$ cat src/rtl/controle_vidas_pkg.sv
// Shared definitions for the life-counter block: state encodings, widths,
// starting-life limits and the starting-life decode helper.
package controle_vidas_pkg;

  localparam int unsigned VIDAS_W   = 3;
  localparam int unsigned VIDAS_MAX = 4;
  localparam int unsigned SEL_W     = 2;
  localparam int unsigned ESTADO_W  = 3;
  localparam int unsigned CNT_W     = 8;

  typedef enum logic [ESTADO_W-1:0] {
    OCIOSO = 3'd0,
    ATIVO  = 3'd1,
    PERDE  = 3'd2,
    REPOS  = 3'd3,
    FIM    = 3'd4,
    INVUL  = 3'd5
  } estado_t;

  // Starting life count is sel+1, saturated at the maximum.
  function automatic logic [VIDAS_W-1:0] vidas_inicial(input logic [SEL_W-1:0] sel);
    logic [VIDAS_W-1:0] v;
    v = VIDAS_W'(sel) + VIDAS_W'(1);
    if (v > VIDAS_W'(VIDAS_MAX)) v = VIDAS_W'(VIDAS_MAX);
    return v;
  endfunction

endpackage

$ cat src/rtl/controle_vidas_if.sv
// Game-control <-> life-counter signal bundle.
// master drives zera/carrega/vidas_sel/colisao/tick and observes the status;
// slave (the life counter) drives vidas/sem_vidas/colisao_valida/
// reposiciona/invulneravel/db_estado.
interface controle_vidas_if;
  import controle_vidas_pkg::*;

  logic                zera;
  logic                carrega;
  logic [SEL_W-1:0]    vidas_sel;
  logic                colisao;
  logic                tick;
  logic [VIDAS_W-1:0]  vidas;
  logic                sem_vidas;
  logic                colisao_valida;
  logic                reposiciona;
  logic                invulneravel;
  logic [ESTADO_W-1:0] db_estado;

  modport master (
    output zera, carrega, vidas_sel, colisao, tick,
    input  vidas, sem_vidas, colisao_valida, reposiciona, invulneravel, db_estado
  );

  modport slave (
    input  zera, carrega, vidas_sel, colisao, tick,
    output vidas, sem_vidas, colisao_valida, reposiciona, invulneravel, db_estado
  );
endinterface

$ cat src/rtl/controle_vidas_contador_invul.sv
// contador_invul: tick-enabled modulo-MODULO counter timing the
// post-collision invulnerability window.
// Ports: clock, reset (async, active-high), clr (sync clear),
//        en (count enable), fim_c (combinational end-of-count flag).
module contador_invul
  import controle_vidas_pkg::*;
#(
  parameter int unsigned MODULO = 50
) (
  input  logic clock,
  input  logic reset,
  input  logic clr,
  input  logic en,
  output logic fim_c
);

  logic [CNT_W-1:0] cnt_q;

  assign fim_c = (cnt_q == CNT_W'(MODULO - 1));

  // Wraps to zero on the enabled cycle that reaches the terminal count.
  always_ff @(posedge clock or posedge reset) begin
    if (reset) begin
      cnt_q <= '0;
    end else if (clr) begin
      cnt_q <= '0;
    end else if (en) begin
      if (fim_c) cnt_q <= '0;
      else       cnt_q <= cnt_q + CNT_W'(1);
    end
  end

endmodule

$ cat src/rtl/controle_vidas.sv
// controle_vidas: tracks remaining lives for the drone game, charges one
// life per accepted collision, requests a repositioning and optionally
// opens an invulnerability window of T_INVUL ticks.
// Ports: clock, reset (async, active-high), bus (controle_vidas_if.slave):
//   inputs  zera, carrega, vidas_sel, colisao, tick
//   outputs vidas, sem_vidas, colisao_valida, reposiciona, invulneravel, db_estado
// Build option: define CONTROLE_VIDAS_INVUL_EN to include the INVUL state
// and its counter; otherwise REPOS returns straight to ATIVO.
module controle_vidas
  import controle_vidas_pkg::*;
#(
  parameter int unsigned T_INVUL = 50
) (
  input  logic              clock,
  input  logic              reset,
  controle_vidas_if.slave   bus
);

  estado_t            estado_q, estado_d;
  logic [VIDAS_W-1:0] vidas_q, vidas_d;
  logic               sem_vidas_q, colisao_valida_q, reposiciona_q;

`ifdef CONTROLE_VIDAS_INVUL_EN
  logic fim_c;
  logic conta_c;
  logic invulneravel_q;

  assign conta_c = (estado_q == INVUL) && bus.tick;

  contador_invul #(.MODULO(T_INVUL)) u_contador_invul (
    .clock (clock),
    .reset (reset),
    .clr   (bus.zera),
    .en    (conta_c),
    .fim_c (fim_c)
  );

  assign bus.invulneravel = invulneravel_q;
`else
  logic unused_cfg;
  assign unused_cfg       = bus.tick ^ (|CNT_W'(T_INVUL));
  assign bus.invulneravel = 1'b0;
`endif

  // Next-state and life-count logic; zera overrides every state.
  always_comb begin
    estado_d = estado_q;
    vidas_d  = vidas_q;
    if (bus.zera) begin
      estado_d = OCIOSO;
      vidas_d  = '0;
    end else begin
      case (estado_q)
        OCIOSO: begin
          if (bus.carrega) begin
            vidas_d  = vidas_inicial(bus.vidas_sel);
            estado_d = ATIVO;
          end
        end
        ATIVO: begin
          if (bus.colisao) estado_d = PERDE;
        end
        PERDE: begin
          // Guarded against underflow even though PERDE is never entered with 0.
          if (vidas_q <= VIDAS_W'(1)) begin
            vidas_d  = '0;
            estado_d = FIM;
          end else begin
            vidas_d  = vidas_q - VIDAS_W'(1);
            estado_d = REPOS;
          end
        end
        REPOS: begin
`ifdef CONTROLE_VIDAS_INVUL_EN
          estado_d = INVUL;
`else
          estado_d = ATIVO;
`endif
        end
`ifdef CONTROLE_VIDAS_INVUL_EN
        INVUL: begin
          if (bus.tick && fim_c) estado_d = ATIVO;
        end
`endif
        FIM: begin
          vidas_d = '0;
          if (bus.carrega) begin
            vidas_d  = vidas_inicial(bus.vidas_sel);
            estado_d = ATIVO;
          end
        end
        default: begin
          estado_d = OCIOSO;
          vidas_d  = '0;
        end
      endcase
    end
  end

  // State, lives and status flags; flags are registered from the next state
  // so they line up exactly with the registered state.
  always_ff @(posedge clock or posedge reset) begin
    if (reset) begin
      estado_q         <= OCIOSO;
      vidas_q          <= '0;
      sem_vidas_q      <= 1'b0;
      colisao_valida_q <= 1'b0;
      reposiciona_q    <= 1'b0;
`ifdef CONTROLE_VIDAS_INVUL_EN
      invulneravel_q   <= 1'b0;
`endif
    end else begin
      estado_q         <= estado_d;
      vidas_q          <= vidas_d;
      sem_vidas_q      <= (estado_d == FIM);
      colisao_valida_q <= (estado_d == PERDE);
      reposiciona_q    <= (estado_d == REPOS);
`ifdef CONTROLE_VIDAS_INVUL_EN
      invulneravel_q   <= (estado_d == INVUL);
`endif
    end
  end

  assign bus.vidas          = vidas_q;
  assign bus.sem_vidas      = sem_vidas_q;
  assign bus.colisao_valida = colisao_valida_q;
  assign bus.reposiciona    = reposiciona_q;
  assign bus.db_estado      = estado_q;

endmodule

$ cat src/flat_wrapper.sv
// flat-port wrapper written by rule: the top's interface ports become plain ports
module controle_vidas_flat import controle_vidas_pkg::*;
#(
  parameter int unsigned T_INVUL = 50
)
  (clock, reset, bus_zera, bus_carrega, bus_vidas_sel, bus_colisao, bus_tick, bus_vidas, bus_sem_vidas, bus_colisao_valida, bus_reposiciona, bus_invulneravel, bus_db_estado);
  controle_vidas_if bus_i ();
  input  logic clock;
  input  logic reset;
  input wire logic [$bits(bus_i.zera)-1:0] bus_zera;
  input wire logic [$bits(bus_i.carrega)-1:0] bus_carrega;
  input wire logic [$bits(bus_i.vidas_sel)-1:0] bus_vidas_sel;
  input wire logic [$bits(bus_i.colisao)-1:0] bus_colisao;
  input wire logic [$bits(bus_i.tick)-1:0] bus_tick;
  output wire logic [$bits(bus_i.vidas)-1:0] bus_vidas;
  output wire logic [$bits(bus_i.sem_vidas)-1:0] bus_sem_vidas;
  output wire logic [$bits(bus_i.colisao_valida)-1:0] bus_colisao_valida;
  output wire logic [$bits(bus_i.reposiciona)-1:0] bus_reposiciona;
  output wire logic [$bits(bus_i.invulneravel)-1:0] bus_invulneravel;
  output wire logic [$bits(bus_i.db_estado)-1:0] bus_db_estado;
  assign bus_i.zera = bus_zera;
  assign bus_i.carrega = bus_carrega;
  assign bus_i.vidas_sel = bus_vidas_sel;
  assign bus_i.colisao = bus_colisao;
  assign bus_i.tick = bus_tick;
  assign bus_vidas = bus_i.vidas;
  assign bus_sem_vidas = bus_i.sem_vidas;
  assign bus_colisao_valida = bus_i.colisao_valida;
  assign bus_reposiciona = bus_i.reposiciona;
  assign bus_invulneravel = bus_i.invulneravel;
  assign bus_db_estado = bus_i.db_estado;
  controle_vidas #(.T_INVUL(T_INVUL)) u_core (.clock(clock), .reset(reset), .bus(bus_i));
endmodule
$ cat config.mk
export PLATFORM = sky130hd
export DESIGN_NAME = controle_vidas_flat
export DESIGN_NICKNAME = d
export VERILOG_FILES = /design/src/rtl/controle_vidas_pkg.sv /design/src/rtl/controle_vidas_if.sv /design/src/rtl/controle_vidas_contador_invul.sv /design/src/rtl/controle_vidas.sv /design/src/flat_wrapper.sv
export SDC_FILE = /design/constraint.sdc
export NUM_CORES = 1
export LEC_CHECK = 0
export ABC_AREA = 1
export BUFFER_PORTS_ARGS = -buffer_cell sky130_fd_sc_hd__buf_4
export CORE_AREA = 3 3 40 42
export CTS_CLUSTER_DIAMETER = 50
export CTS_CLUSTER_SIZE = 20
export DETAILED_ROUTE_END_ITERATION = 8
export DIE_AREA = 0 0 43 45
export MAX_ROUTING_LAYER = met4
export PLACE_DENSITY = 0.76
export SLEW_MARGIN = 20
export SYNTH_ARGS = -nofsm -noshare
export SYNTH_HDL_FRONTEND = slang
export SYNTH_SLANG_ARGS = --single-unit
$ cat constraint.sdc
create_clock -name clock -period 1.6 [get_ports clock]
set_input_delay 0.24 -clock clock [delete_from_list [all_inputs] [get_ports clock]]
set_output_delay 0.24 -clock clock [all_outputs]
set_load 0.005 [all_outputs]
==> results, run 1 <==
- The flow ran to the end, and the final reports show no timing, DRC or antenna violations.
- The startpoint class of the critical path is a flop.
- The net count of the mapped netlist is 92.
- On the final layout, the worst clock skew is roughly 1.3 ps.
- The data required time at the worst endpoint is about 1800 ps.
- The port buffer count is 15.
- The hold path depth is 2.
- The synthesized netlist contains 16 unique library cells.
- The clock reaches the later pin of the worst-skew pair after between 200 and 300 ps.
- Dividing the synthesized area by the synthesized cell count gives between 6 and 7 um2.
- The number of endpoints failing setup at the final stage is 0.
- The final-report hold violation count came to 0.
- The count of H-tree levels built during CTS is 1.
- The number of clock sinks is 9.
- The area growth from synthesis to layout is 28.3%.
- The top cell family by delay on the critical path is flip-flops.
- The maximum achievable frequency is roughly 730 MHz.
- After detailed routing, the total wire length is between 1000 and 1500 um.
- The clock-pin slew reported for the worst setup and hold paths after clock tree synthesis is approximately 60 ps.
- The repair_antennas step left the layout with diodes totalling 0.
- The core region is roughly 1300 um2.
- The critical path runs through a total of 8 cells.
- The power density over cell area is a little under 800 nW/um2.
- The cell with the biggest individual delay on the critical path is sky130_fd_sc_hd__dfrtp_1.
- The number of antenna violations at the first check in global routing came to 0.
- Summing all non-filler instances in the final layout gives an area of a little over 700 um2.
- The first-pass detailed-route iteration total is 2.
- Subtracting the final worst setup slack from the clock period gives 1370 ps.
- TritonCTS built the clock tree.
- The die outline height is 45 um.
- The initial cell density of the core is 44.0%.
- The horizontal extent of the die is roughly 43 um.
- Once detail routing completed, the nets flagged for antenna violations numbered 0.
- Of all nets on the critical path, the largest fanout is 4.
- The cell area after synthesis is approximately 570 um2.
- The max-slew violation total from the final report is 0.
- TritonCTS created 3 clock buffers.
- Across the VDD grid, the largest voltage drop is about 380 uV.
- Walking the worst path, the cells encountered are inv_1 -> ha_1 -> inv_1 -> o21ai_1 -> nand2_1 -> a21oi_2 -> inv_1 -> nor2_2.
- Setup repair after global routing left no endpoint under its margin.
- Setup total negative slack on the finished layout was measured at 0 ps.
- For the worst setup path, the data arrival time is about 1600 ps.
- The number of buffers between clock root and the deepest sink is 2.
- The count of standard-cell rows is 13.
- The cell count after synthesis is 81.
- The wire length of the first global-routing pass is 1960 um.
- The number of placed I/O pins is 18.
- Summed over all layers, the global routing overflow is 0.
- Summed over all nets, the half-perimeter wirelength after detailed placement is about 980 um.
- The delay contributed by the slowest stage of the critical path is roughly 400 ps.
- For this run, the number of Yosys warnings is 0.
- The via density per instance is about 4.5.
- Summing the sequential cell areas from Yosys gives ~40% of the chip area.
- Detailed routing inserted a total of around 500 vias.
- Global routing used approximately 14% of the available tracks.
- The DRC marker count from the first detailed-route iteration is 4.
- In the final routed layout, each cell accounts on average for about 10 um.
- The cell occurring most often along the worst timing path is sky130_fd_sc_hd__inv_1.
- Once placement finished, the instance area stood at 689 um2.
- The root buffer cell is sky130_fd_sc_hd__clkbuf_4.
- Of the post-synthesis cell area, the dominant cell type holds between 30% and 40%.
- The leakage power is roughly 0.43 nW.
- The count of max-cap constraint violations is 0.
- The die area is ~1900 um2.
- Entering global routing, the biggest net connects 10 pins.
- Post-CTS repair changed the size of 0 cells.
- In this run, synthesis produced a sequential element count of 9.
- The type of the tightest min-delay check is in -> reg.
- After layout, the worst path uses 85.8% of the clock period.
- The kind of critical path is reg -> reg.
- After synthesis, the cell types taking the most area are sky130_fd_sc_hd__dfrtp_1 (40%), sky130_fd_sc_hd__nand2_1 (16%), sky130_fd_sc_hd__inv_1 (9.3%), sky130_fd_sc_hd__nand3_1 (8.0%), sky130_fd_sc_hd__ha_1 (6.6%).
- The count of buffering cells on the critical path with inverters included is 3.
- The net count of the finished layout is around 110.
- The number of cells on the worst reg-to-reg path is 8.
- STA classifies the critical path endpoint as a flop.
- The library cell with the largest summed area after synthesis is sky130_fd_sc_hd__dfrtp_1.
- The via count of the first global-routing pass is a little under 500.
- The global placement routability congestion is ~0.74.
- In the routed design, unresolved DRC markers number 0.
- The ratio of cells with drive above 1 in the final layout is about a quarter.
## where the power goes
part	leakage [nW]	internal (mW)	switching [mW]
Clock	0.0150	0.0960	0.0781
Sequential	0.123	0.239	0.0129
Combinational	0.290	0.0578	0.0795
Total	0.428	0.393	0.171
## placed cells by master (no fill, tap or decap)
cell	instances
sky130_fd_sc_hd__o21ai_2	1
sky130_fd_sc_hd__conb_1	1
sky130_fd_sc_hd__nand2_2	2
sky130_fd_sc_hd__buf_4	15
sky130_fd_sc_hd__nand2_1	24
sky130_fd_sc_hd__clkbuf_1	1
sky130_fd_sc_hd__nor2_2	3
sky130_fd_sc_hd__nand3_1	9
sky130_fd_sc_hd__a21oi_1	2
sky130_fd_sc_hd__o21ai_1	2
sky130_fd_sc_hd__dlygate4sd3_1	1
sky130_fd_sc_hd__nor2_1	7
sky130_fd_sc_hd__inv_2	1
sky130_fd_sc_hd__inv_1	14
sky130_fd_sc_hd__ha_1	3
sky130_fd_sc_hd__clkbuf_4	3
sky130_fd_sc_hd__dfrtp_1	9
sky130_fd_sc_hd__o21ai_0	1
sky130_fd_sc_hd__a21oi_2	1
## cells by family (layout without fill, tap and decap cells)
| logic type | count (synthesis) | after routing | share of synthesized area, % |
|---|---|---|---|
| adders and majority gates | 3 | 3 | 6.64 |
| DFF | 9 | 9 | 39.8 |
| and+or+nand+nor | 45 | 45 | 34.1 |
| AOI/OAI and AO/OA | 7 | 7 | 7.52 |
| other | 1 | 1 | 0.663 |
| buffers and inverters | 16 | 35 | 11.3 |
## sequential cells by signal (all words and copies together), names as in the netlist
signal and cells:
u_core.bus.vidas 3, u_core.bus.reposiciona 1, u_core.bus.sem_vidas 1, u_core.bus.colisao_valida 1, u_core.bus.db_estado 3
## Yosys cell counts
cell type	number
sky130_fd_sc_hd__nor2_2	3
sky130_fd_sc_hd__dfrtp_1	9
sky130_fd_sc_hd__nand2_2	2
sky130_fd_sc_hd__ha_1	3
sky130_fd_sc_hd__conb_1	1
sky130_fd_sc_hd__inv_1	14
sky130_fd_sc_hd__inv_2	1
sky130_fd_sc_hd__nand2_1	24
sky130_fd_sc_hd__nor2_1	7
sky130_fd_sc_hd__o21ai_0	1
sky130_fd_sc_hd__buf_4	1
sky130_fd_sc_hd__a21oi_1	2
sky130_fd_sc_hd__a21oi_2	1
sky130_fd_sc_hd__nand3_1	9
sky130_fd_sc_hd__o21ai_2	1
sky130_fd_sc_hd__o21ai_1	2
## layer usage
metal | global-route usage, % | vias up | share of wire [%]
met1 | 17.2 | 218 | 45
met5 | - | - | 0
met3 | 2.39 | 3 | 5.1
li1 | - | 283 | -
met4 | 7.23 | 0 | 2.1
met2 | 22.8 | 11 | 47
## worst paths after layout
path	slack, ps	to	start
setup / recovery	230	u_core.bus.colisao_valida	u_core.bus.vidas[1]
hold / removal	150	u_core.bus.db_estado[2]	bus_zera
hold reg to reg	570	u_core.bus.vidas[1]	u_core.bus.vidas[1]
setup reg to reg	230	u_core.bus.colisao_valida	u_core.bus.vidas[1]
min in group asynchronous	490	u_core.bus.db_estado[1]	reset
max in group asynchronous	860	u_core.bus.vidas[2]	reset
## layout make-up
cell class,instances,area [um2]
Timing Repair Buffer,16,123
Sequential cell,9,225
Fill cell,131,559
Multi-Input combinational cell,56,277
Clock buffer,4,26.3
Inverter,15,56.3
Tap cell,15,18.8
## per-stage QoR
step | util, % | cells | setup WS, ps | hold slack, ps | power (mW)
after detailed placement | 53.7 | 110 | 254 | 222 | 0.392
after floorplan | - | 81 | 378 | 67.9 | 0.342
after CTS | 56.5 | 115 | 241 | 143 | 0.570
after global routing | 56.5 | 115 | 99.9 | 145 | 0.600
after global placement | 53.7 | 110 | 274 | 214 | 0.386
final | 56.5 | 115 | 228 | 149 | 0.563
## repair_timing
item                                   4_1_cts  5_1_grt
endpoints found under the hold margin        9        0
setup buffers                                0        0
hold buffers                                 1        0
No activity file was read; power rests on OpenSTA's default activity.
==> inputs of run 2 (changes only) <==
--- a/config.mk
+++ b/config.mk
@@ -13,8 +13,9 @@
 export DETAILED_ROUTE_END_ITERATION = 8
 export DIE_AREA = 0 0 43 45
 export MAX_ROUTING_LAYER = met4
-export PLACE_DENSITY = 0.76
+export PLACE_DENSITY = 0.77
 export SLEW_MARGIN = 20
 export SYNTH_ARGS = -nofsm -noshare
 export SYNTH_HDL_FRONTEND = slang
+export SYNTH_HIERARCHICAL = 1
 export SYNTH_SLANG_ARGS = --single-unit
==> results, run 2 <==
- Outcome: completed (unchanged).
- The pin count of the biggest net entering global routing came to 10 (unchanged).
- Commonest cells after routing, fill and taps aside: sky130_fd_sc_hd__nand2_1 (23), sky130_fd_sc_hd__buf_4 (15), sky130_fd_sc_hd__inv_1 (14), sky130_fd_sc_hd__nand3_1 (10), sky130_fd_sc_hd__dfrtp_1 (9) (was sky130_fd_sc_hd__nand2_1 (24), sky130_fd_sc_hd__buf_4 (15), sky130_fd_sc_hd__inv_1 (14), sky130_fd_sc_hd__nand3_1 (9), sky130_fd_sc_hd__dfrtp_1 (9)).
- The cell area after layout was 734 um2 (was 726 um2).
- The overall fraction of global-route tracks in use was 14.4% (was 14.1%).
- The net switching power figure came to 0.167 mW (was 0.171 mW).
- The most frequent cell after synthesis is sky130_fd_sc_hd__nand2_1 (unchanged).
- The DRC marker count from the first detailed-route iteration was 12 (was 4).
- The maximum achievable frequency was 755 MHz (was 729 MHz).
- The number of endpoints failing setup at the final stage is 0 (unchanged).
- The origin of the critical flop-to-flop path is u_core/bus.vidas[1] (was u_core.bus.vidas[1]).
- The number of clock sinks is 9 (unchanged).
- The standard cell core area was 1280 um2 (unchanged).
- The via density per instance came to 4.53 (was 4.48).
- The placed cell area was 698 um2 (was 689 um2).
- Setup repair after global routing missed its margin: false (unchanged).
- The root buffer cell is sky130_fd_sc_hd__clkbuf_4 (unchanged).
- The part of the total power dissipated in the clock network came to 30.1% (was 30.9%).
- The overall via count from detail_route came to 521 (was 515).
- The average wire per cell in the routed design is 10.4 um (was 10.2 um).
- The via count of the first global-routing pass is 484 (was 481).
- The number of nets in the layout was 112 (unchanged).
- The flip-flop cell with the highest count after synthesis is sky130_fd_sc_hd__dfrtp_1 (unchanged).
- The count of buffering cells on the critical path with inverters included came to 3 (unchanged).
- The end of the worst register-to-register path was u_core/bus.reposiciona (was u_core.bus.colisao_valida).
- The die outline height is 45 um (unchanged).
- The clock-pin slew reported for the worst setup and hold paths after clock tree synthesis is 60 ps (about the same).
- The cell with the biggest individual delay on the critical path is sky130_fd_sc_hd__dfrtp_1 (unchanged).
- The ratio of cells with drive above 1 in the final layout is 26.0% (unchanged).
- The detailed-placement wirelength estimate is 897 um (was 976 um).
- The maximum vdd ir drop is 573 uV (was 379 uV).
- The power density over cell area is 766 nW/um2 (was 776 nW/um2).
- The proportion of synthesized flip-flops having asynchronous set or reset came to 100% (unchanged).
- The number of storage elements in the synthesis netlist is 9 (unchanged).
- The count of H-tree levels built during CTS is 1 (unchanged).
- The wire length of the first global-routing pass is 1970 um (was 1960 um).
- The beginning of the worst hold path is bus_zera (unchanged).
- The global-route congestion overflow total is 0 (unchanged).
- The setup skew after layout is 2.74 ps (was 1.33 ps).
- The worst-case register-to-register setup slack came to 280 ps (was 230 ps).
- The layout overhead on the synthesized area was 27.9% (was 28.3%).
- The number of buffers inserted to repair setup after CTS is 0 (unchanged).
- The port buffer count was 15 (unchanged).
- The startpoint class of the critical path is a flop (unchanged).
- The net count of the mapped netlist was 92 (unchanged).
- The fraction of synthesized cell area taken by the top area cell type is 39.2% (was 39.8%).
- The final-report hold violation count is 0 (unchanged).
- The total of warnings raised by yosys came to 6 (was 0).
- The number of placed I/O pins came to 18 (unchanged).
- Worst-path cell chain: inv_1 -> ha_1 -> inv_1 -> o21ai_1 -> nand2_1 -> nand2_2 -> nand2_1 -> inv_1 -> nor2_1 (was inv_1 -> ha_1 -> inv_1 -> o21ai_1 -> nand2_1 -> a21oi_2 -> inv_1 -> nor2_2).
- The timing startpoint of the critical path was u_core/bus.vidas[1] (was u_core.bus.vidas[1]).
- The delay contributed by the slowest stage of the critical path was 410 ps (was 400 ps).
- The number of antenna violations at the first check in global routing is 0 (unchanged).
- The cell area after synthesis came to 574 um2 (was 566 um2).
- The initial cell density of the core is 44.7% (was 44.0%).
- The count of max-cap constraint violations is 0 (unchanged).
- The internal portion of total power is 0.395 mW (was 0.393 mW).
- The die area is 1940 um2 (unchanged).
- The horizontal extent of the die was 43 um (unchanged).
- The post-synthesis area per instance is 7.09 um2 (was 6.98 um2).
- The kind of capture point of the worst setup path was a flop (unchanged).
- The maximum fanout count along the critical path is 4 (unchanged).
- The cell occurring most often along the worst timing path is sky130_fd_sc_hd__inv_1 (unchanged).
- The data required time at the worst endpoint is 1750 ps (was 1800 ps).
- The library cell with the largest summed area after synthesis is sky130_fd_sc_hd__dfrtp_1 (unchanged).
- The count of standard-cell rows is 13 (unchanged).
- The post-synthesis sequential area ratio is 39.2% (was 39.8%).
- The type of the tightest min-delay check is in -> reg (unchanged).
- The kind of critical path is reg -> reg (unchanged).
- The worst-skew pair later-pin latency came to 250 ps (was 260 ps).
- The data arrival time at the worst-slack endpoint is 1470 ps (was 1570 ps).
- The number of buffers between clock root and the deepest sink is 2 (unchanged).
- The number of buffers created by CTS is 3 (unchanged).
- The cell count after synthesis is 81 (unchanged).
- The max-slew violation total from the final report came to 0 (unchanged).
- The first-pass detailed-route iteration total is 4 (was 2).
- The top cell family by delay on the critical path is flip-flops (unchanged).
- The leakage power came to 0.432 nW (was 0.428 nW).
- The final cycle utilization of the critical path is 82.8% (was 85.8%).
- The CTS tree was yes (unchanged).
- The setup TNS is 0 ps (unchanged).
- The register share of total power is 44.8% (was 44.7%).
- The switching share of total power is 29.7% (was 30.3%).
- The most common cell after layout, fill and taps aside was sky130_fd_sc_hd__nand2_1 (unchanged).
- Top cells by area in the synthesized netlist: sky130_fd_sc_hd__dfrtp_1 (39%), sky130_fd_sc_hd__nand2_1 (15%), sky130_fd_sc_hd__inv_1 (9.2%), sky130_fd_sc_hd__nand3_1 (8.7%), sky130_fd_sc_hd__ha_1 (6.5%) (was sky130_fd_sc_hd__dfrtp_1 (40%), sky130_fd_sc_hd__nand2_1 (16%), sky130_fd_sc_hd__inv_1 (9.3%), sky130_fd_sc_hd__nand3_1 (8.0%), sky130_fd_sc_hd__ha_1 (6.6%)).
- The detailed-route wire length is 1190 um (was 1170 um).
- The number of design rule violations left after detail routing came to 0 (unchanged).
- The number of antenna diodes is 0 (unchanged).
- The number of cell instances on the worst register-to-register path was 9 (was 8).
- The number of enable-type register cells in the synthesized netlist is 0 (unchanged).
- The global placement routability congestion is 0.730 (was 0.740).
- Synth top cells by count: sky130_fd_sc_hd__nand2_1 (23), sky130_fd_sc_hd__inv_1 (14), sky130_fd_sc_hd__nand3_1 (10) (was sky130_fd_sc_hd__nand2_1 (24), sky130_fd_sc_hd__inv_1 (14), sky130_fd_sc_hd__dfrtp_1 (9), sky130_fd_sc_hd__nand3_1 (9), sky130_fd_sc_hd__nor2_1 (7)).
- The post-route minimum period was 1320 ps (was 1370 ps).
- The cell depth of the worst setup path was 9 (was 8).
- The antenna violation net count after detailed routing came to 0 (unchanged).
- The post-synthesis cell type count came to 18 (was 16).
- The combinational share of power was 25.1% (was 24.4%).
- The capture point of the worst path was u_core/bus.reposiciona (was u_core.bus.colisao_valida).
==> run 2: timing repair <==
action                                 in CTS  in global routing
endpoints found under the hold margin       9                  0
hold buffers                                1                  0
resized for setup                           0                  0
==> run 2: layer usage <==
| metal | part of all wire [%] | track usage [%] | vias to the layer above |
|---|---|---|---|
| li1 | - | - | 283 |
| met1 | 45 | 16.5 | 225 |
| met2 | 48 | 24.6 | 11 |
| met3 | 4.3 | 1.20 | 2 |
| met4 | 1.8 | 9.04 | 0 |
| met5 | 0 | - | - |
==> run 2: area by class of cell <==
cell class / count / area [um2]
fillers: 130 / 551
multi-input cells: 55 / 280
flip-flops and latches: 9 / 225
repair buffers: 16 / 123
inverters: 16 / 61.3
clock buffers: 4 / 26.3
well taps: 15 / 18.8
==> run 2: logic make-up (layout without fill, tap and decap cells) <==
family	count (synthesis)	count (layout)	share of synthesized area, %
and+or+nand+nor	45	45	36.4
buffers and inverters	17	36	12.0
DFF	9	9	39.2
AOI/OAI and AO/OA	6	6	5.23
adders and majority gates	3	3	6.54
other	1	1	0.653
==> run 2: worst min-delay path by stage <==
stage / end / slack (ps) / depth (start not counted)
after floorplan: u_core/bus.colisao_valida / 70 / 1
after global placement: u_core/bus.colisao_valida / 210 / 2
after detailed placement: u_core/bus.colisao_valida / 220 / 2
after CTS: u_core/bus.db_estado[0] / 150 / 2
after global routing: u_core/bus.db_estado[2] / 140 / 2
final: u_core/bus.db_estado[2] / 160 / 2
==> run 2: through the flow <==
| step | utilization, % | hold slack [ps] | setup WS [ps] | instances | power [mW] |
|---|---|---|---|---|---|
| 6_report | 57.2 | 163 | 276 | 115 | 0.562 |
| 5_1_grt | 57.2 | 145 | 169 | 115 | 0.608 |
| 4_1_cts | 57.2 | 146 | 287 | 115 | 0.573 |
| 3_5_place_dp | 54.3 | 217 | 297 | 110 | 0.395 |
| 3_3_place_gp | 54.3 | 214 | 305 | 110 | 0.392 |
| 2_1_floorplan | - | 67.9 | 405 | 81 | 0.348 |
==> run 2: power by group through the flow <==
| stage | logic (mW) | clock network (mW) | registers (mW) |
|---|---|---|---|
| floorplan | 0.0923 | 0 | 0.256 |
| global placement | 0.137 | 0 | 0.256 |
| detailed placement | 0.139 | 0 | 0.256 |
| CTS | 0.141 | 0.180 | 0.252 |
| global route | 0.160 | 0.194 | 0.254 |
| finish | 0.141 | 0.169 | 0.252 |
